**src/rtl/ctrl_pipe_pkg.sv**
```systemverilog
// Shared definitions for the control-signal pipeline: ARM condition codes,
// flag bit positions inside the {N,Z,C,V,Q} flags word, and flagwrite bits.
package ctrl_pipe_pkg;

  typedef enum logic [3:0] {
    COND_EQ = 4'b0000,
    COND_NE = 4'b0001,
    COND_CS = 4'b0010,
    COND_CC = 4'b0011,
    COND_MI = 4'b0100,
    COND_PL = 4'b0101,
    COND_VS = 4'b0110,
    COND_VC = 4'b0111,
    COND_HI = 4'b1000,
    COND_LS = 4'b1001,
    COND_GE = 4'b1010,
    COND_LT = 4'b1011,
    COND_GT = 4'b1100,
    COND_LE = 4'b1101,
    COND_AL = 4'b1110,
    COND_NV = 4'b1111
  } cond_e;

  localparam int unsigned FLAG_N = 4;
  localparam int unsigned FLAG_Z = 3;
  localparam int unsigned FLAG_C = 2;
  localparam int unsigned FLAG_V = 1;
  localparam int unsigned FLAG_Q = 0;

  localparam int unsigned FW_NZ = 2;
  localparam int unsigned FW_CV = 1;
  localparam int unsigned FW_Q  = 0;

endpackage

```
**src/rtl/ctrl_cond_eval.sv**
```systemverilog
// Combinational ARM condition-code evaluator. Used in Execute; also usable
// in Decode for early branch resolution against flags_next.
module ctrl_cond_eval
  import ctrl_pipe_pkg::*;
(
  input  logic [3:0] cond,
  input  logic [4:0] flags,
  output logic       pass
);

  logic n, z, c, v;
  logic unusedQ;

  assign n = flags[FLAG_N];
  assign z = flags[FLAG_Z];
  assign c = flags[FLAG_C];
  assign v = flags[FLAG_V];
  // Q does not participate in any condition.
  assign unusedQ = flags[FLAG_Q];

  // Decode the condition field against the current flags; NV never passes.
  always_comb begin
    pass = 1'b0;
    case (cond_e'(cond))
      COND_EQ: pass = z;
      COND_NE: pass = ~z;
      COND_CS: pass = c;
      COND_CC: pass = ~c;
      COND_MI: pass = n;
      COND_PL: pass = ~n;
      COND_VS: pass = v;
      COND_VC: pass = ~v;
      COND_HI: pass = c & ~z;
      COND_LS: pass = ~c | z;
      COND_GE: pass = (n == v);
      COND_LT: pass = (n != v);
      COND_GT: pass = ~z & (n == v);
      COND_LE: pass = z | (n != v);
      COND_AL: pass = 1'b1;
      default: pass = 1'b0;
    endcase
  end

endmodule

```
**src/rtl/ctrl_pipe.sv**
```systemverilog
// Control-signal pipeline from Decode through NSTAGES post-decode stages
// (stage 0 = Execute, last = Writeback) with per-stage stall/flush,
// Execute condition gating and the architectural {N,Z,C,V,Q} flags.
// Optional retire/squash counters are enabled by defining CTRL_PIPE_PERF_EN.
module ctrl_pipe
  import ctrl_pipe_pkg::*;
#(
  parameter int unsigned CTRL_W  = 16,
  parameter int unsigned NSTAGES = 3,
  parameter int unsigned FLAG_W  = 5
) (
  input  logic                        clk,
  input  logic                        reset,
  input  logic                        valid_d,
  input  logic [CTRL_W-1:0]           ctrl_d,
  input  logic                        regwrite_d,
  input  logic                        memwrite_d,
  input  logic                        pcsrc_d,
  input  logic                        nowrite_d,
  input  logic [3:0]                  cond_d,
  input  logic [2:0]                  flagwrite_d,
  input  logic [NSTAGES-1:0]          stall,
  input  logic [NSTAGES-1:0]          flush,
  input  logic [FLAG_W-1:0]           alu_flags_e,
  output logic [NSTAGES*CTRL_W-1:0]   ctrl_q,
  output logic [NSTAGES-1:0]          valid_q,
  output logic [NSTAGES-1:0]          regwrite_q,
  output logic [NSTAGES-1:0]          memwrite_q,
  output logic [NSTAGES-1:0]          pcsrc_q,
  output logic                        condex_e,
  output logic [FLAG_W-1:0]           flags,
  output logic [FLAG_W-1:0]           flags_next,
  output logic                        pc_wr_pending
`ifdef CTRL_PIPE_PERF_EN
  ,
  output logic [31:0]                 retired_cnt,
  output logic [31:0]                 squashed_cnt
`endif
);

  logic [NSTAGES-1:0] hold;
  logic [NSTAGES-1:0] holdPrev;
  logic [NSTAGES-1:0] fwdRegwrite, fwdMemwrite, fwdPcsrc;
  logic [NSTAGES-1:0] validIn, regwriteIn, memwriteIn, pcsrcIn;
  logic [CTRL_W-1:0]  ctrlR  [NSTAGES];
  logic [CTRL_W-1:0]  ctrlIn [NSTAGES];
  logic [3:0]         condE;
  logic               nowriteE;
  logic [2:0]         flagwriteE;
  logic               condPass;
  logic               flagUpd;

  ctrl_cond_eval uCondEval (
    .cond  (condE),
    .flags (flags),
    .pass  (condPass)
  );

  assign condex_e = condPass & valid_q[0];

  // A stage holds when it or any older stage is stalled.
  always_comb begin
    hold = '0;
    for (int unsigned k = 0; k < NSTAGES; k++) begin
      hold[k] = |(stall >> k);
    end
  end

  // Decode acts as stage -1: the source vectors are shifted by one so each
  // stage reads its predecessor; Execute's enables are condition-gated here.
  always_comb begin
    fwdRegwrite    = regwrite_q;
    fwdMemwrite    = memwrite_q;
    fwdPcsrc       = pcsrc_q;
    fwdRegwrite[0] = regwrite_q[0] & condex_e & ~nowriteE;
    fwdMemwrite[0] = memwrite_q[0] & condex_e;
    fwdPcsrc[0]    = pcsrc_q[0] & condex_e;
    holdPrev   = {hold[NSTAGES-2:0], 1'b0};
    validIn    = {valid_q[NSTAGES-2:0], valid_d};
    regwriteIn = {fwdRegwrite[NSTAGES-2:0], regwrite_d & valid_d};
    memwriteIn = {fwdMemwrite[NSTAGES-2:0], memwrite_d & valid_d};
    pcsrcIn    = {fwdPcsrc[NSTAGES-2:0], pcsrc_d & valid_d};
    ctrlIn[0]  = ctrl_d;
    for (int unsigned k = 1; k < NSTAGES; k++) begin
      ctrlIn[k] = ctrlR[k-1];
    end
    // A held predecessor leaves a bubble behind in an advancing stage.
    for (int unsigned k = 0; k < NSTAGES; k++) begin
      if (holdPrev[k]) begin
        validIn[k]    = 1'b0;
        regwriteIn[k] = 1'b0;
        memwriteIn[k] = 1'b0;
        pcsrcIn[k]    = 1'b0;
        ctrlIn[k]     = '0;
      end
    end
  end

  // Flags update only for a valid, passing instruction leaving Execute.
  always_comb begin
    flagUpd    = valid_q[0] & condex_e & ~hold[0] & ~flush[0];
    flags_next = flags;
    if (flagUpd) begin
      if (flagwriteE[FW_NZ]) begin
        flags_next[FLAG_N] = alu_flags_e[FLAG_N];
        flags_next[FLAG_Z] = alu_flags_e[FLAG_Z];
      end
      if (flagwriteE[FW_CV]) begin
        flags_next[FLAG_C] = alu_flags_e[FLAG_C];
        flags_next[FLAG_V] = alu_flags_e[FLAG_V];
      end
      if (flagwriteE[FW_Q]) begin
        flags_next[FLAG_Q] = flags[FLAG_Q] | alu_flags_e[FLAG_Q];
      end
    end
  end

  // Flatten per-stage bundles onto the output bus.
  always_comb begin
    ctrl_q = '0;
    for (int unsigned k = 0; k < NSTAGES; k++) begin
      ctrl_q[k*CTRL_W +: CTRL_W] = ctrlR[k];
    end
  end

  assign pc_wr_pending = (valid_d & pcsrc_d) | (|pcsrc_q[NSTAGES-2:0]);

  // Stage registers and flags: reset, then flush over hold over advance.
  always_ff @(posedge clk) begin
    if (reset) begin
      valid_q    <= '0;
      regwrite_q <= '0;
      memwrite_q <= '0;
      pcsrc_q    <= '0;
      for (int unsigned k = 0; k < NSTAGES; k++) begin
        ctrlR[k] <= '0;
      end
      condE      <= '0;
      nowriteE   <= 1'b0;
      flagwriteE <= '0;
      flags      <= '0;
    end else begin
      for (int unsigned k = 0; k < NSTAGES; k++) begin
        if (flush[k]) begin
          valid_q[k]    <= 1'b0;
          regwrite_q[k] <= 1'b0;
          memwrite_q[k] <= 1'b0;
          pcsrc_q[k]    <= 1'b0;
          ctrlR[k]      <= '0;
        end else if (!hold[k]) begin
          valid_q[k]    <= validIn[k];
          regwrite_q[k] <= regwriteIn[k];
          memwrite_q[k] <= memwriteIn[k];
          pcsrc_q[k]    <= pcsrcIn[k];
          ctrlR[k]      <= ctrlIn[k];
        end
      end
      if (flush[0]) begin
        condE      <= '0;
        nowriteE   <= 1'b0;
        flagwriteE <= '0;
      end else if (!hold[0]) begin
        condE      <= cond_d;
        nowriteE   <= nowrite_d & valid_d;
        flagwriteE <= flagwrite_d & {3{valid_d}};
      end
      flags <= flags_next;
    end
  end

`ifdef CTRL_PIPE_PERF_EN
  // Retire and squash event counters, free-running with wrap.
  always_ff @(posedge clk) begin
    if (reset) begin
      retired_cnt  <= '0;
      squashed_cnt <= '0;
    end else begin
      if (valid_q[NSTAGES-1] & ~hold[NSTAGES-1]) begin
        retired_cnt <= retired_cnt + 32'd1;
      end
      if (valid_q[0] & ~condex_e & ~hold[0]) begin
        squashed_cnt <= squashed_cnt + 32'd1;
      end
    end
  end
`else
  // Performance counters are not built in this configuration.
`endif

endmodule

```
**config.mk**
```make
export PLATFORM = sky130hd
export DESIGN_NAME = ctrl_pipe
export DESIGN_NICKNAME = d
export VERILOG_FILES = /design/src/rtl/ctrl_pipe_pkg.sv /design/src/rtl/ctrl_cond_eval.sv /design/src/rtl/ctrl_pipe.sv
export SDC_FILE = /design/constraint.sdc
export NUM_CORES = 1
export LEC_CHECK = 0
export ABC_AREA = 0
export CAP_MARGIN = 5
export CORE_MARGIN = 2
export CORE_UTILIZATION = 39
export DETAILED_ROUTE_END_ITERATION = 10
export PLACE_DENSITY = 0.75
export SLEW_MARGIN = 40
export SYNTH_ARGS = -nofsm -noshare
export SYNTH_HDL_FRONTEND = slang
export SYNTH_SLANG_ARGS = --single-unit
```
**constraint.sdc**
```tcl
create_clock -name clk -period 2 [get_ports clk]
set_input_delay 0.2 -clock clk [delete_from_list [all_inputs] [get_ports clk]]
set_output_delay 0.2 -clock clk [all_outputs]
set_load 0.01 [all_outputs]
```
After elaboration in Yosys (flattened, before gate mapping)
Memory sizes are Yosys's and may differ from the RTL's.
Index checks and enable logic that the tools add are counted.
- eq/ne operators: 16
- mux-type cells: 44
- bitwise logic cells: 32
- reductions and logical operators: 7
- operator list (cell ; count):
    16-bit 2-to-1 mux ; 8
    1-bit 2-to-1 mux ; 32
    4-bit == test (second input constant) ; 7
    4-bit by 3-bit == test with 1-bit output (second input constant) ; 4
    1-bit case mux with 15 select lines ; 1
    1-bit AND ; 14
    1-bit bitwise OR ; 10
    2-bit OR reduction ; 5
    4-bit by 2-bit == test with 1-bit output (second input constant) ; 2
    1-bit NOT ; 7
    5-bit 2-to-1 mux ; 1
    4-bit by 1-bit == test with 1-bit output (second input constant) ; 1
    4-bit logical NOT ; 1
    2-bit 2-to-1 mux ; 2
    3-bit AND ; 1
    3-bit OR reduction ; 1
    1-bit == test ; 1
    1-bit inequality test ; 1
- register bits after elaboration: 25
- RAM bits: 48
- input port bits: 41
- output and inout port bits: 72
- word-level logic and storage cells: 116
- memories: 1
- memories (name ; depth ; bits a word ; rd ports ; clocked after Yosys merged registers in ; write ports ; line ; source):
    ctrlR ; 3 ; 16 ; 3 ; 0 ; 3 ; ctrl_pipe.sv:45 ; logic [CTRL_W-1:0] ctrlR [NSTAGES];

Depth between registers and ports, before layout
- depth in word-level cells: 8
- depth in mapped cells: 6
- gate-level depth less buffers: 5

Modules after synthesis
From an unflattened synthesis, not the netlist that was laid out.
- cells, all modules: 217
- area total of the unflattened synthesis: 2986.6 sq um
- by module, submodules not included (module ; instances ; cells each ; area an instance (sq um) ; sequential area each (sq um)):
    ctrl_pipe ; 1 ; 189 ; 2792.7 ; 1941.9
    ctrl_cond_eval ; 1 ; 28 ; 193.9 ; 0.0

Least setup slack after synthesis
OpenSTA, ideal clock, no wires.
- kind: register to output
- from: reg condE[1]
- to: out flags_next[1]
- data arrival time: 1.848 ns
- data required time: 1.800 ns
- setup slack: -0.048 ns
- cell stages (with the launch flop): 6
- cell sequence: dfxtp_1 -> mux4_2 -> nand2_1 -> o2111ai_4 -> a31oi_4 -> mux2_2
- longest elaborated chain between the ends: 7
- elaborated cells on any way between the ends: 21
- ends and longest elaborated chain (element ; line ; source):
    start, declared ; ctrl_pipe.sv:47 ; logic [3:0] condE;
    start signal, assigned ; ctrl_pipe.sv:163 ; condE <= cond_d;
    4-bit == test (tied with other cells) ; ctrl_cond_eval.sv:24 ; case (cond_e'(cond))
    1-bit case mux with 15 select lines * ; ctrl_cond_eval.sv:24 ;
    1-bit AND * ; ctrl_pipe.sv:59 ; assign condex_e = condPass & valid_q[0];
    1-bit AND * (3 in series) ; ctrl_pipe.sv:101 ; flagUpd = valid_q[0] & condex_e & ~hold[0] & ~flush[0];
    5-bit 2-to-1 mux * ; ctrl_pipe.sv:103 ; if (flagUpd) begin
    end, declared ; ctrl_pipe.sv:32 ; output logic [FLAG_W-1:0] flags_next,
Mark *: on every way between the ends. The rest lies on a longest branch, timed or not.

Worst setup path in the final report
- from: reg condE[1]
- to: out flags_next[2]
The elaborated chain is that of the path after synthesis.

==> impl_metrics.csv <==
group,metric,value,unit
clock_tree,cts_tree,"done",
timing,hold_slack,0.434,ns
global_route,grt_pass1_vias,2380,
synthesis,yosys_warnings,0,
routing,postRouteAntennaNets,0,
global_route,grt_usage,17.8,%
routing,wl_met2,4020,microns
timing,rsz0062_at_grt,"yes",
final_layout,fillers,552,
synthesis,yosysSeqAreaShare,65.2,%
status,status,"complete, but fails checks",
synthesis,synth_area_leader_cell,"edfxtp_1",
clock_tree,cts.htree.levels,3,
routing,via_per_inst,4.73,
floorplan,chipHeight,91.4,microns
power,clockPowerShare,37.2,%
min_path,whs_path_depth,3,
clock_tree,numCtsBuffers,9,
power,p_leak,0.00186,uW
power,intPower,2420,uW
placed_design,place_worst_setup_slack,-0.521,ns
placed_design,gp_congestion,0.802,
routing,dr.first_iter.drc_count,85,
power,seq_power_share,53.4,%
routing,dr.pass1.iters,4,
timing,hold_viol,0,
synthesis,netlist_top_cells_area,"edfxtp_1 48%, dfxtp_1 17%, and2_1 10%, a22o_1 3.5%, nand2b_1 1.9%",
routing,drt_wl_total,7360,microns
clock_tree,clk_latency,0.33,ns
setup_path,end_kind,"primary output",
clock_tree,clkTransAtPathRegs,0.08,ns
timing,setup_tns,-3.21,ns
clock_tree,cts_buffer_depth,2,
timing,timing.slew.headroom,61.6,%
routing,routed-wl-met3,345,microns
power,power.switching,712,uW
timing,fin_worst_skew,0.00569,ns
global_route,grt.overflow.total,0,
setup_path,arrival,2.27,ns
synthesis,synth_edf_count,48,
floorplan,dieArea,8350,sq um
floorplan,die-width,91.4,microns
global_route,grt_max_degree,22,
setup_path,worst_path_max_delay_cell,"mux4_2",
synthesis,synth_cell_types,37,
synthesis,synth_area,2980,sq um
clock_tree,clock-sinks,73,
setup_path,path_max_fanout,4,
final_layout,drive_gt1_share,24.1,%
routing,drc,0,
timing,setup_viol,9,
placed_design,place_hpwl,5160,microns
synthesis,synth_top_cell_area_share,48.4,%
job,drv_cap,0,
clock_tree,root_buffer,"clkbuf_8",
synthesis,yosysMostFrequentCell,"and2_1",
floorplan,ios,113,
status,violations,"negative setup slack",
synthesis,syn_area_per_cell,13.7,sq um
synthesis,synth_top_flop_cell,"edfxtp_1",
final_layout,fin_nets,414,
power,ir_worst_vdd,471,uV
timing,fmax,405,MHz
setup_path,crit_top_cell,"buf_6",
final_layout,area_growth,62.0,%
min_path,hold_class,"in2reg",
setup_path,path_class,"reg2out",
timing,finalCritPeriodShare,123,%
floorplan,rows,31,
timing,postLayoutSetupSlackWorst,-0.468,ns
setup_path,required,1.80,ns
setup_path,worst-r2r-cell-count,11,
synthesis,ys_ff_latch,73,
setup_path,cp-start-kind,"register",
synthesis,syn_nets,259,
routing,top_layer,"met4",
timing,worst_slew_pin_slew,0.575,ns
synthesis,synth_common_cells,"49 x and2_1, 48 x edfxtp_1, 25 x dfxtp_1",
power,combPwrFrac,9.4,%
timing,drv_slew,0,
routing,routedWlPerCell,15.4,microns
floorplan,start_util,40.6,%
floorplan,core,7330,sq um
routing,via_count,2257,
power,powerDensity,650,nW/um^2
timing,finalCriticalPeriod,2.47,ns
synthesis,async_flop_share,0,%
final_layout,diodes,0,
setup_path,max_stage_delay,0.50,ns
power,p_sw_share,22.7,%
synthesis,synth_cells,218,
routing,wl_met1,2840,microns
global_route,antenna_found_initial,0,
setup_path,path_cells,"mux4_2 > nand2_2 > o2111ai_4 > a31oi_4 > buf_6 > mux2_4 > buf_6",
global_route,grt_pass1_wl,11500,microns
clock_tree,cts_hold_buf,0,
placed_design,place.port_buffers,112,
-- worst max-delay path: cells and delay by family (launching register included) --
| kind | cells | cell delay (ns) |
|---|---|---|
| muxes | 2 | 0.79 |
| AOI/OAI and AO/OA | 2 | 0.43 |
| DFF | 1 | 0.35 |
| buffers and inverters | 2 | 0.25 |
| and+or+nand+nor | 1 | 0.11 |
-- layout make-up --
class / count / area (sq um) / share of cell area [%]
inverter: 6 / 22.5 / 0.467
clock inverter: 7 / 80.1 / 1.66
clock buffer: 9 / 124 / 2.57
tap: 99 / 124 / 2.57
multi-input combinational: 129 / 1050 / 21.8
timing repair buffer: 154 / 1470 / 30.5
sequential: 73 / 1950 / 40.4
-- path summary, 6_finish.rpt --
check | to | start | slack [ns]
setup reg to reg | memwrite_q[1] | condE[2] | -0.23
setup / recovery | flags_next[2] | condE[1] | -0.47
hold / removal | condE[3] | cond_d[3] | 0.43
hold reg to reg | valid_q[2] | valid_q[2] | 0.49
-- cells by family after synthesis --
logic type | after synthesis | share of synthesized area [%]
AND/OR/NAND/NOR | 85 | 17.0
flip-flops | 73 | 65.2
AO/OA/AOI/OAI | 32 | 10.9
buffers and inverters | 16 | 2.27
multiplexers | 11 | 4.41
XOR/XNOR | 1 | 0.294
-- layer usage --
layer	GRT usage (%)	vias to the layer above
met2	32.6	73
met4	8.96	0
met3	4.07	15
li1	-	1103
met5	0	-
met1	18.9	1066
-- power by group through the flow --
stage                     Clock, uW  Sequential (uW)  Combinational, uW
final                          1170             1670                296
after global routing           1240             1680                313
after CTS                      1170             1680                298
after detailed placement          0             1710                295
after global placement            0             1710                292
after floorplan                   0             1730               45.0
-- state kept, by name (all words and copies together), names as in the netlist --
| register | count |
|---|---|
| flagwriteE | 3 |
| flags | 5 |
| pcsrc_q | 3 |
| nowriteE | 1 |
| ctrlR | 48 |
| memwrite_q | 3 |
| regwrite_q | 3 |
| condE | 4 |
| valid_q | 3 |
-- metrics by stage --
| step | area [sq um] | cells | total power [uW] | utilization (%) |
|---|---|---|---|---|
| after CTS | 4780 | 475 | 3140 | 65.3 |
| after global routing | 4830 | 477 | 3240 | 65.8 |
| after floorplan | 2980 | 218 | 1780 | - |
| after global placement | 4430 | 449 | 2000 | 60.4 |
| after detailed placement | 4430 | 449 | 2010 | 60.4 |
| final | 4830 | 477 | 3140 | 65.8 |
-- cell usage in the layout, fill, tap and decap left out, types with 5 or more instances in the layout --
cell	netlist	final
buf_6	1	12
clkbuf_8	0	9
inv_1	5	5
clkdlybuf4s50_1	0	106
nor3_1	5	5
nand2_1	8	7
and2_1	49	49
nand2b_1	9	9
edfxtp_1	48	48
a22o_1	12	12
buf_4	0	33
dfxtp_1	25	20
-- timing repair --
| item | 4_1_cts | 5_1_grt |
|---|---|---|
| setup buffers | 10 | 2 |
| endpoints found under the setup margin | 6 | 9 |
| gates resized for setup | 50 | 5 |
| pin swaps | 4 | 3 |
No activity file was read; power rests on OpenSTA's default activity.
